### config.mk
export PLATFORM = sky130hd
export DESIGN_NAME = class_search_ctrl
export DESIGN_NICKNAME = d
export VERILOG_FILES = /design/src/rtl/class_search_ctrl.sv
export SDC_FILE = /design/constraint.sdc
export NUM_CORES = 1
export LEC_CHECK = 0
export ABC_AREA = 1
export ABC_CLOCK_PERIOD_IN_PS = 8250
export BUFFER_PORTS_ARGS = -buffer_cell sky130_fd_sc_hd__buf_2
export CAP_MARGIN = 20
export CELL_PAD_IN_SITES_DETAIL_PLACEMENT = 2
export CELL_PAD_IN_SITES_GLOBAL_PLACEMENT = 2
export CORE_ASPECT_RATIO = 1.5
export CORE_UTILIZATION = 34
export CTS_BUF_LIST = sky130_fd_sc_hd__clkbuf_2
export DETAILED_ROUTE_END_ITERATION = 10
export MAX_ROUTING_LAYER = met4
export PLACE_DENSITY = 0.88
export SYNTH_ARGS = -nofsm -noshare
export SYNTH_HDL_FRONTEND = slang
export SYNTH_SLANG_ARGS = --single-unit
### constraint.sdc
create_clock -name clk -period 8.25 [get_ports clk]
set_clock_uncertainty 0.05 [all_clocks]
set_input_delay 1.2375 -clock clk [delete_from_list [all_inputs] [get_ports clk]]
set_output_delay 1.2375 -clock clk [all_outputs]
set_load 0.005 [all_outputs]
### src/rtl/class_search_ctrl.sv
// Nearest-class search sequencer: buffers a streamed query, walks the class ROM and reports the minimum-Hamming-distance class.
// Optional build macro CLASS_SEARCH_EARLY_EXIT_EN stops the scan at the first class whose total distance is zero.
module class_search_ctrl #(
    parameter int FRAME_WIDTH = 64,
    parameter int NUM_CLASSES = 8,
    parameter int NUM_FRAMES  = 3,
    parameter int CLASS_W     = 3,
    parameter int FIDX_W      = 2,
    parameter int DIST_W      = 8
) (
    input  logic                   clk,
    input  logic                   rst_n,
    input  logic [FRAME_WIDTH-1:0] q_data,
    input  logic                   q_valid,
    output logic                   q_ready,
    output logic [CLASS_W-1:0]     rom_frame_id,
    output logic [FIDX_W-1:0]      rom_frame_index,
    input  logic [FRAME_WIDTH-1:0] rom_data,
    output logic                   busy,
    output logic                   res_valid,
    input  logic                   res_ready,
    output logic [CLASS_W-1:0]     res_class,
    output logic [DIST_W-1:0]      res_dist
);

    localparam logic [1:0] S_LOAD = 2'd0;
    localparam logic [1:0] S_SCAN = 2'd1;
    localparam logic [1:0] S_DONE = 2'd2;

    localparam logic [FIDX_W-1:0]  FRM_LAST = FIDX_W'(NUM_FRAMES - 1);
    localparam logic [CLASS_W-1:0] CLS_LAST = CLASS_W'(NUM_CLASSES - 1);

    function automatic logic [DIST_W-1:0] popcount(input logic [FRAME_WIDTH-1:0] v);
        logic [DIST_W-1:0] n;
        n = {DIST_W{1'b0}};
        for (int i = 0; i < FRAME_WIDTH; i++) begin
            n = n + DIST_W'(v[i]);
        end
        return n;
    endfunction

    logic [1:0]             state_r;
    logic                   q_ready_r;
    logic                   busy_r;
    logic [FIDX_W-1:0]      load_cnt_r;
    logic [FRAME_WIDTH-1:0] qbuf_r [NUM_FRAMES];
    logic [CLASS_W-1:0]     cls_r;
    logic [FIDX_W-1:0]      frm_r;
    logic [DIST_W-1:0]      acc_r;
    logic [DIST_W-1:0]      best_dist_r;
    logic [CLASS_W-1:0]     best_class_r;
    logic                   res_valid_r;
    logic [CLASS_W-1:0]     res_class_r;
    logic [DIST_W-1:0]      res_dist_r;

    logic [DIST_W-1:0]      sum_s;
    logic                   upd_s;
    logic [DIST_W-1:0]      fin_dist_s;
    logic [CLASS_W-1:0]     fin_class_s;
    logic                   exit_s;

    // Distance of the current class so far and the best-so-far after this class closes.
    always_comb begin
        sum_s       = acc_r + popcount(rom_data ^ qbuf_r[frm_r]);
        upd_s       = (sum_s < best_dist_r);
        fin_dist_s  = upd_s ? sum_s : best_dist_r;
        fin_class_s = upd_s ? cls_r : best_class_r;
`ifdef CLASS_SEARCH_EARLY_EXIT_EN
        // A zero distance cannot be beaten, so later classes cannot change the result.
        exit_s      = (cls_r == CLS_LAST) || (sum_s == {DIST_W{1'b0}});
`else
        exit_s      = (cls_r == CLS_LAST);
`endif
    end

    // Load / scan / done sequencer with registered handshake and ROM index outputs.
    always_ff @(posedge clk or negedge rst_n) begin
        if (!rst_n) begin
            state_r      <= S_LOAD;
            q_ready_r    <= 1'b0;
            busy_r       <= 1'b0;
            load_cnt_r   <= {FIDX_W{1'b0}};
            for (int i = 0; i < NUM_FRAMES; i++) begin
                qbuf_r[i] <= {FRAME_WIDTH{1'b0}};
            end
            cls_r        <= {CLASS_W{1'b0}};
            frm_r        <= {FIDX_W{1'b0}};
            acc_r        <= {DIST_W{1'b0}};
            best_dist_r  <= {DIST_W{1'b0}};
            best_class_r <= {CLASS_W{1'b0}};
            res_valid_r  <= 1'b0;
            res_class_r  <= {CLASS_W{1'b0}};
            res_dist_r   <= {DIST_W{1'b0}};
        end else begin
            case (state_r)
                S_LOAD: begin
                    if (q_valid && q_ready_r) begin
                        qbuf_r[load_cnt_r] <= q_data;
                        if (load_cnt_r == FRM_LAST) begin
                            load_cnt_r   <= {FIDX_W{1'b0}};
                            state_r      <= S_SCAN;
                            q_ready_r    <= 1'b0;
                            busy_r       <= 1'b1;
                            cls_r        <= {CLASS_W{1'b0}};
                            frm_r        <= {FIDX_W{1'b0}};
                            acc_r        <= {DIST_W{1'b0}};
                            best_dist_r  <= {DIST_W{1'b1}};
                            best_class_r <= {CLASS_W{1'b0}};
                        end else begin
                            load_cnt_r <= load_cnt_r + FIDX_W'(1);
                            q_ready_r  <= 1'b1;
                        end
                    end else begin
                        q_ready_r <= 1'b1;
                    end
                end
                S_SCAN: begin
                    if (frm_r != FRM_LAST) begin
                        acc_r <= sum_s;
                        frm_r <= frm_r + FIDX_W'(1);
                    end else begin
                        acc_r        <= {DIST_W{1'b0}};
                        frm_r        <= {FIDX_W{1'b0}};
                        best_dist_r  <= fin_dist_s;
                        best_class_r <= fin_class_s;
                        if (exit_s) begin
                            state_r     <= S_DONE;
                            cls_r       <= {CLASS_W{1'b0}};
                            res_valid_r <= 1'b1;
                            res_class_r <= fin_class_s;
                            res_dist_r  <= fin_dist_s;
                        end else begin
                            cls_r <= cls_r + CLASS_W'(1);
                        end
                    end
                end
                S_DONE: begin
                    if (res_ready) begin
                        res_valid_r <= 1'b0;
                        state_r     <= S_LOAD;
                        q_ready_r   <= 1'b1;
                        busy_r      <= 1'b0;
                    end else begin
                        res_valid_r <= 1'b1;
                    end
                end
                default: begin
                    state_r     <= S_LOAD;
                    q_ready_r   <= 1'b0;
                    busy_r      <= 1'b0;
                    res_valid_r <= 1'b0;
                    cls_r       <= {CLASS_W{1'b0}};
                    frm_r       <= {FIDX_W{1'b0}};
                    load_cnt_r  <= {FIDX_W{1'b0}};
                end
            endcase
        end
    end

    assign q_ready         = q_ready_r;
    assign busy            = busy_r;
    assign rom_frame_id    = cls_r;
    assign rom_frame_index = frm_r;
    assign res_valid       = res_valid_r;
    assign res_class       = res_class_r;
    assign res_dist        = res_dist_r;

endmodule

==> impl_metrics.ini, run 1 <==
[global_route]
grt_pass1_vias = 13200
grt_overflow = 0
antenna_found_initial = 8
grt_pass1_wl_mm = 77.1
grt_max_degree = 112
grtUsageTotal = 0.272

[place]
dp.cells = 2048
gp_congestion = 0.832
numPortBuffers = 150
dp_slack_ns = -0.684
dpl.hpwl_mm = 30.7

[drt]
drt_iter0_drc = 646
wl_mm = 53.6
antenna_left = 0
drc = 0
wire_per_inst_um = 24.6
viasPerCell = 5.24
first_pass_iters = 4
dr_total_vias = 11400

[outcome]
run_status = finished, violations left
violations = setup timing

[setup_path]
cp-end-kind = flip-flop
critPathLaunch = rom_frame_index[0]
rr_startpoint = rom_frame_index[0]
reg2reg_depth = 36
arrival_ns = 9.47
r2r_slack_ns = -0.43
critPathKind = reg2reg
cp.depth = 36
timing.rr.end = best_dist_r[1]
crit_fanout = 6
setup.worst_path.start_class = flip-flop
cpMostUsedCell = fa_1
crit_end = best_dist_r[1]
required_ns = 9.04
path_buf_inv = 10
critPathMaxStageDelay_ns = 0.58
cp_top_family = adder cells
crit_slowest_cell = fa_1

[clock_network]
clockRootBuffer = clkbuf_2
ctsHoldBuffers = 0
clk_latency_ns = 1.04
cts_max_path_buffers = 3
clkTransAtPathRegs_ns = 0.16
cts_sinks = 234
numCtsBuffers = 59
cts-htree-levels = 2
cts_tree = yes

[yosys]
mappedNetlistArea_um2 = 12700
synth_area_leaders = dfrtp_1, nand2_1, fa_1, o21ai_1, inv_1
syn_nets = 1658
synth.distinct_cells = 34
ys_warn_count = 0
synthCells = 1434
ys_ff_latch = 234
ys_seq_area_frac = 0.460
yosysTopAreaCellShare = 0.460
avgSynthCellArea_um2 = 8.88
synth_top_area_cell = dfrtp_1

[die]
dieWidth_um = 160
die_area_um2 = 38200
rows = 86
coreArea_um2 = 36800
ios = 151
dieHeight_um = 239
start_util = 0.346

[layout]
drive_above_1_share = 0.255
multi_input_area_um2 = 6410
fin_cells = 2179
seqCellArea_um2 = 5860
final_common_cell = nand2_1
utilization = 0.424
nets = 1873
n_fill_cell = 4049
area_growth_syn_to_layout_pct = 22.7
layout_common_cells = nand2_1, dfrtp_1, o21ai_1

[timing]
fin_crit_ns = 8.68
rsz0062_at_grt = true
whs_ns = 0.287
fin_ws_ns = -0.433
finalHoldViolations = 0
tightest_slew_ns = 1.11
fmax_ghz = 0.115
setup_viol = 22
slew_headroom = 0.262
finalCritPeriodShare = 1.05
slew_viol_final = 0

[hold_path]
worst_hold_path_type = in2async

[job]
maxCapViolCount = 0
[Yosys cell counts]
cell type / instances
a21o_1: 1
a21oi_1: 7
a21oi_2: 1
a22oi_1: 63
buf_2: 50
buf_4: 3
buf_6: 10
clkbuf_1: 5
clkinv_2: 1
dfrtp_1: 234
fa_1: 56
ha_1: 36
inv_1: 164
inv_2: 5
nand2_1: 455
nand2_2: 3
nand2_4: 1
nand3_1: 34
nand3_2: 2
nand3b_1: 1
nand4_1: 1
nor2_1: 9
nor2_2: 2
nor2_4: 3
nor3_2: 1
o211ai_1: 6
o21a_1: 1
o21ai_0: 57
o21ai_1: 152
o21ai_2: 1
o22ai_1: 2
or2_2: 2
xnor2_1: 23
xor2_1: 42
[sequential cells by signal, indices dropped and copies added, names as in the netlist]
| register | count |
|---|---|
| qbuf_r | 192 |
| res_class | 3 |
| res_valid | 1 |
| rom_frame_id | 3 |
| res_dist | 8 |
| state_r | 2 |
| best_dist_r | 8 |
| acc_r | 8 |
| busy | 1 |
| best_class_r | 3 |
| load_cnt_r | 2 |
| rom_frame_index | 2 |
| q_ready | 1 |
[per-layer routing]
metal | wire length, µm | track usage | vias to the layer above
met3 | 1920 | 0.0422 | 191
met4 | 3720 | 0.155 | 0
li1 | - | - | 5008
met2 | 29300 | 0.497 | 363
met1 | 18600 | 0.273 | 5861
met5 | 0 | - | -
[worst min-delay path by stage]
stage,start,to,cells after the start
after global routing,rst_n,qbuf_r[30],1
final,rst_n,res_dist[6],1
after global placement,best_class_r[1],best_class_r[1],2
after floorplan,acc_r[2],acc_r[2],2
after detailed placement,res_class[1],res_class[1],2
after CTS,rst_n,res_dist[6],1
[layout make-up]
cell class,count,area share
flip-flops and latches,234,0.375
repair buffers,220,0.0980
multi-input cells,964,0.411
well taps,484,0.0388
clock buffers,77,0.0247
inverters,170,0.0422
diodes,8,0.00128
clock inverters,22,0.00929
[stage by stage]
step	cell area, µm²	TNS (ns)
2_1_floorplan	12700	0
3_3_place_gp	14200	-6.02
3_5_place_dp	14200	-14.03
4_1_cts	15100	-0.00139
5_1_grt	15600	-10.62
6_report	15600	-7.67
[what timing repair did]
action / CTS / global route
buffers inserted: 5 / 14
cloned: 3 / 2
resized for setup: 49 / 95
setup endpoints to repair: 22 / 22
pin swaps: 24 / 34
endpoints found under the hold margin: 0 / 0
[kinds of logic (layout without fill, tap and decap cells)]
| group | after synthesis | count (layout) | share of synthesized area |
|---|---|---|---|
| xor gates and xnor gates | 65 | 65 | 0.0447 |
| AOI/OAI and AO/OA | 291 | 291 | 0.129 |
| and+or+nand+nor | 514 | 516 | 0.161 |
| buffers and inverters | 238 | 489 | 0.0820 |
| other | 0 | 8 | 0 |
| adders and majority gates | 92 | 92 | 0.123 |
| DFF | 234 | 234 | 0.460 |
Power of run 1 is left out: the tool's default activity adds up to more than one toggle a clock period on the data nets, which glitch-free logic cannot reach.
==> inputs of run 2 (changes only) <==
- SLEW_MARGIN: unset -> 20
- TNS_END_PERCENT: unset -> 10
==> run 2 against run 1 <==
Effect of this change: the flow still finishes with violations (setup timing); global-route usage stayed put; critical path depth fell by 1; sequential share of layout area increased by 0.69 points; setup slack better by 0.075 ns; first-iteration DRC count shrank 17%; die area stayed put; register-to-register slack better by 0.07 ns.
==> impl_metrics.ini, run 2 (same netlist as run 1, synthesis figures left out) <==
[timing]
fin_ws_ns = -0.358
whs_ns = 0.288
fin_crit_ns = 8.61
finalHoldViolations = 0
setup_viol = 22
fmax_ghz = 0.116
rsz0062_at_grt = true
tightest_slew_ns = 1.09
slew_viol_final = 0
finalCritPeriodShare = 1.04
slew_headroom = 0.275

[layout]
largest_register = qbuf_r
final_common_cell = nand2_1
drive_above_1_share = 0.233
largest_reg_flops = 192
nets = 1865
area_growth_syn_to_layout_pct = 20.5
n_fill_cell = 4080
layout_common_cells = nand2_1, dfrtp_1, inv_1, o21ai_1, buf_2

[drt]
drt_iter0_drc = 534
drc = 0
dr_total_vias = 11200
wire_per_inst_um = 23.5
first_pass_iters = 5
wl_mm = 50.9
antenna_left = 0
viasPerCell = 5.18

[setup_path]
r2r_slack_ns = -0.36
critPathKind = reg2reg
rr_startpoint = rom_frame_index[0]
timing.rr.end = best_dist_r[0]
crit_fanout = 6
arrival_ns = 9.38
cpMostUsedCell = fa_1
required_ns = 9.03
setup.worst_path.start_class = flip-flop
critPathMaxStageDelay_ns = 0.57
crit_slowest_cell = fa_1
cp-end-kind = flip-flop
reg2reg_depth = 35

[global_route]
grt_pass1_vias = 13200
grt_overflow = 0
grt_max_degree = 112
antenna_found_initial = 8
grt_pass1_wl_mm = 77.1
grtUsageTotal = 0.272

[hold_path]
worst_hold_path_type = in2async

[outcome]
run_status = finished, violations left
violations = setup timing

[clock_network]
cts_max_path_buffers = 3
numCtsBuffers = 59
ctsHoldBuffers = 0
cts_tree = yes
clkTransAtPathRegs_ns = 0.14
clockRootBuffer = clkbuf_2
cts-htree-levels = 2
cts_sinks = 234
clk_latency_ns = 1.00

[die]
ios = 151
start_util = 0.346
dieHeight_um = 239
dieWidth_um = 160
coreArea_um2 = 36800
rows = 86
die_area_um2 = 38200

[job]
maxCapViolCount = 0

[place]
gp_congestion = 0.832
dpl.hpwl_mm = 30.7
numPortBuffers = 150
==> run 2: worst max path at each step <==
stage,end,depth (start not counted),start
final,best_dist_r[0],35,rom_frame_index[0]
after global routing,best_dist_r[5],37,rom_frame_index[0]
after CTS,best_dist_r[1],34,rom_frame_index[0]
after detailed placement,best_dist_r[3],32,rom_data[14]
after global placement,best_dist_r[0],33,rom_data[52]
after floorplan,res_class[1],29,rom_data[26]
==> run 2: cell type report <==
cell class,count,area (µm²),area share
multi-input cells,963,6210,0.405
flip-flops and latches,234,5860,0.382
repair buffers,213,1450,0.0946
inverters,170,657,0.0428
well taps,484,606,0.0395
clock buffers,77,385,0.0251
clock inverters,22,145,0.00946
diodes,8,20.0,0.00131
==> run 2: what timing repair did <==
action,in CTS,in global routing
endpoints found under the setup margin,22,22
resized for setup,49,45
pin swaps,24,20
buffers inserted,5,7
cloned,3,1
==> run 2: worst max-delay path: cells and delay by family (launching register included) <==
kind / cells / cell delay, ns
buffers and inverters: 9 / 0.90
AOI/OAI and AO/OA: 2 / 0.30
and+or+nand+nor: 12 / 1.27
DFF: 1 / 0.50
adders and majority gates: 11 / 5.20
xor gates and xnor gates: 1 / 0.18
==> run 2: metal layers <==
metal | wire length [µm] | track usage
met5 | 0 | -
met3 | 1840 | 0.0422
met4 | 2950 | 0.155
met2 | 28100 | 0.497
met1 | 18100 | 0.273
==> run 2: stage by stage <==
stage | instance area, µm² | setup WS (ns) | TNS [ns] | util | instances
global placement | 14200 | -0.299 | -6.02 | 0.386 | 2048
CTS | 15100 | -0.00139 | -0.00139 | 0.409 | 2155
finish | 15300 | -0.358 | -5.41 | 0.417 | 2171
floorplan | 12700 | 0.121 | 0 | - | 1434
global route | 15300 | -0.550 | -9.79 | 0.417 | 2171
detailed placement | 14200 | -0.684 | -14.03 | 0.386 | 2048
Power of run 2 is left out for the same reason.
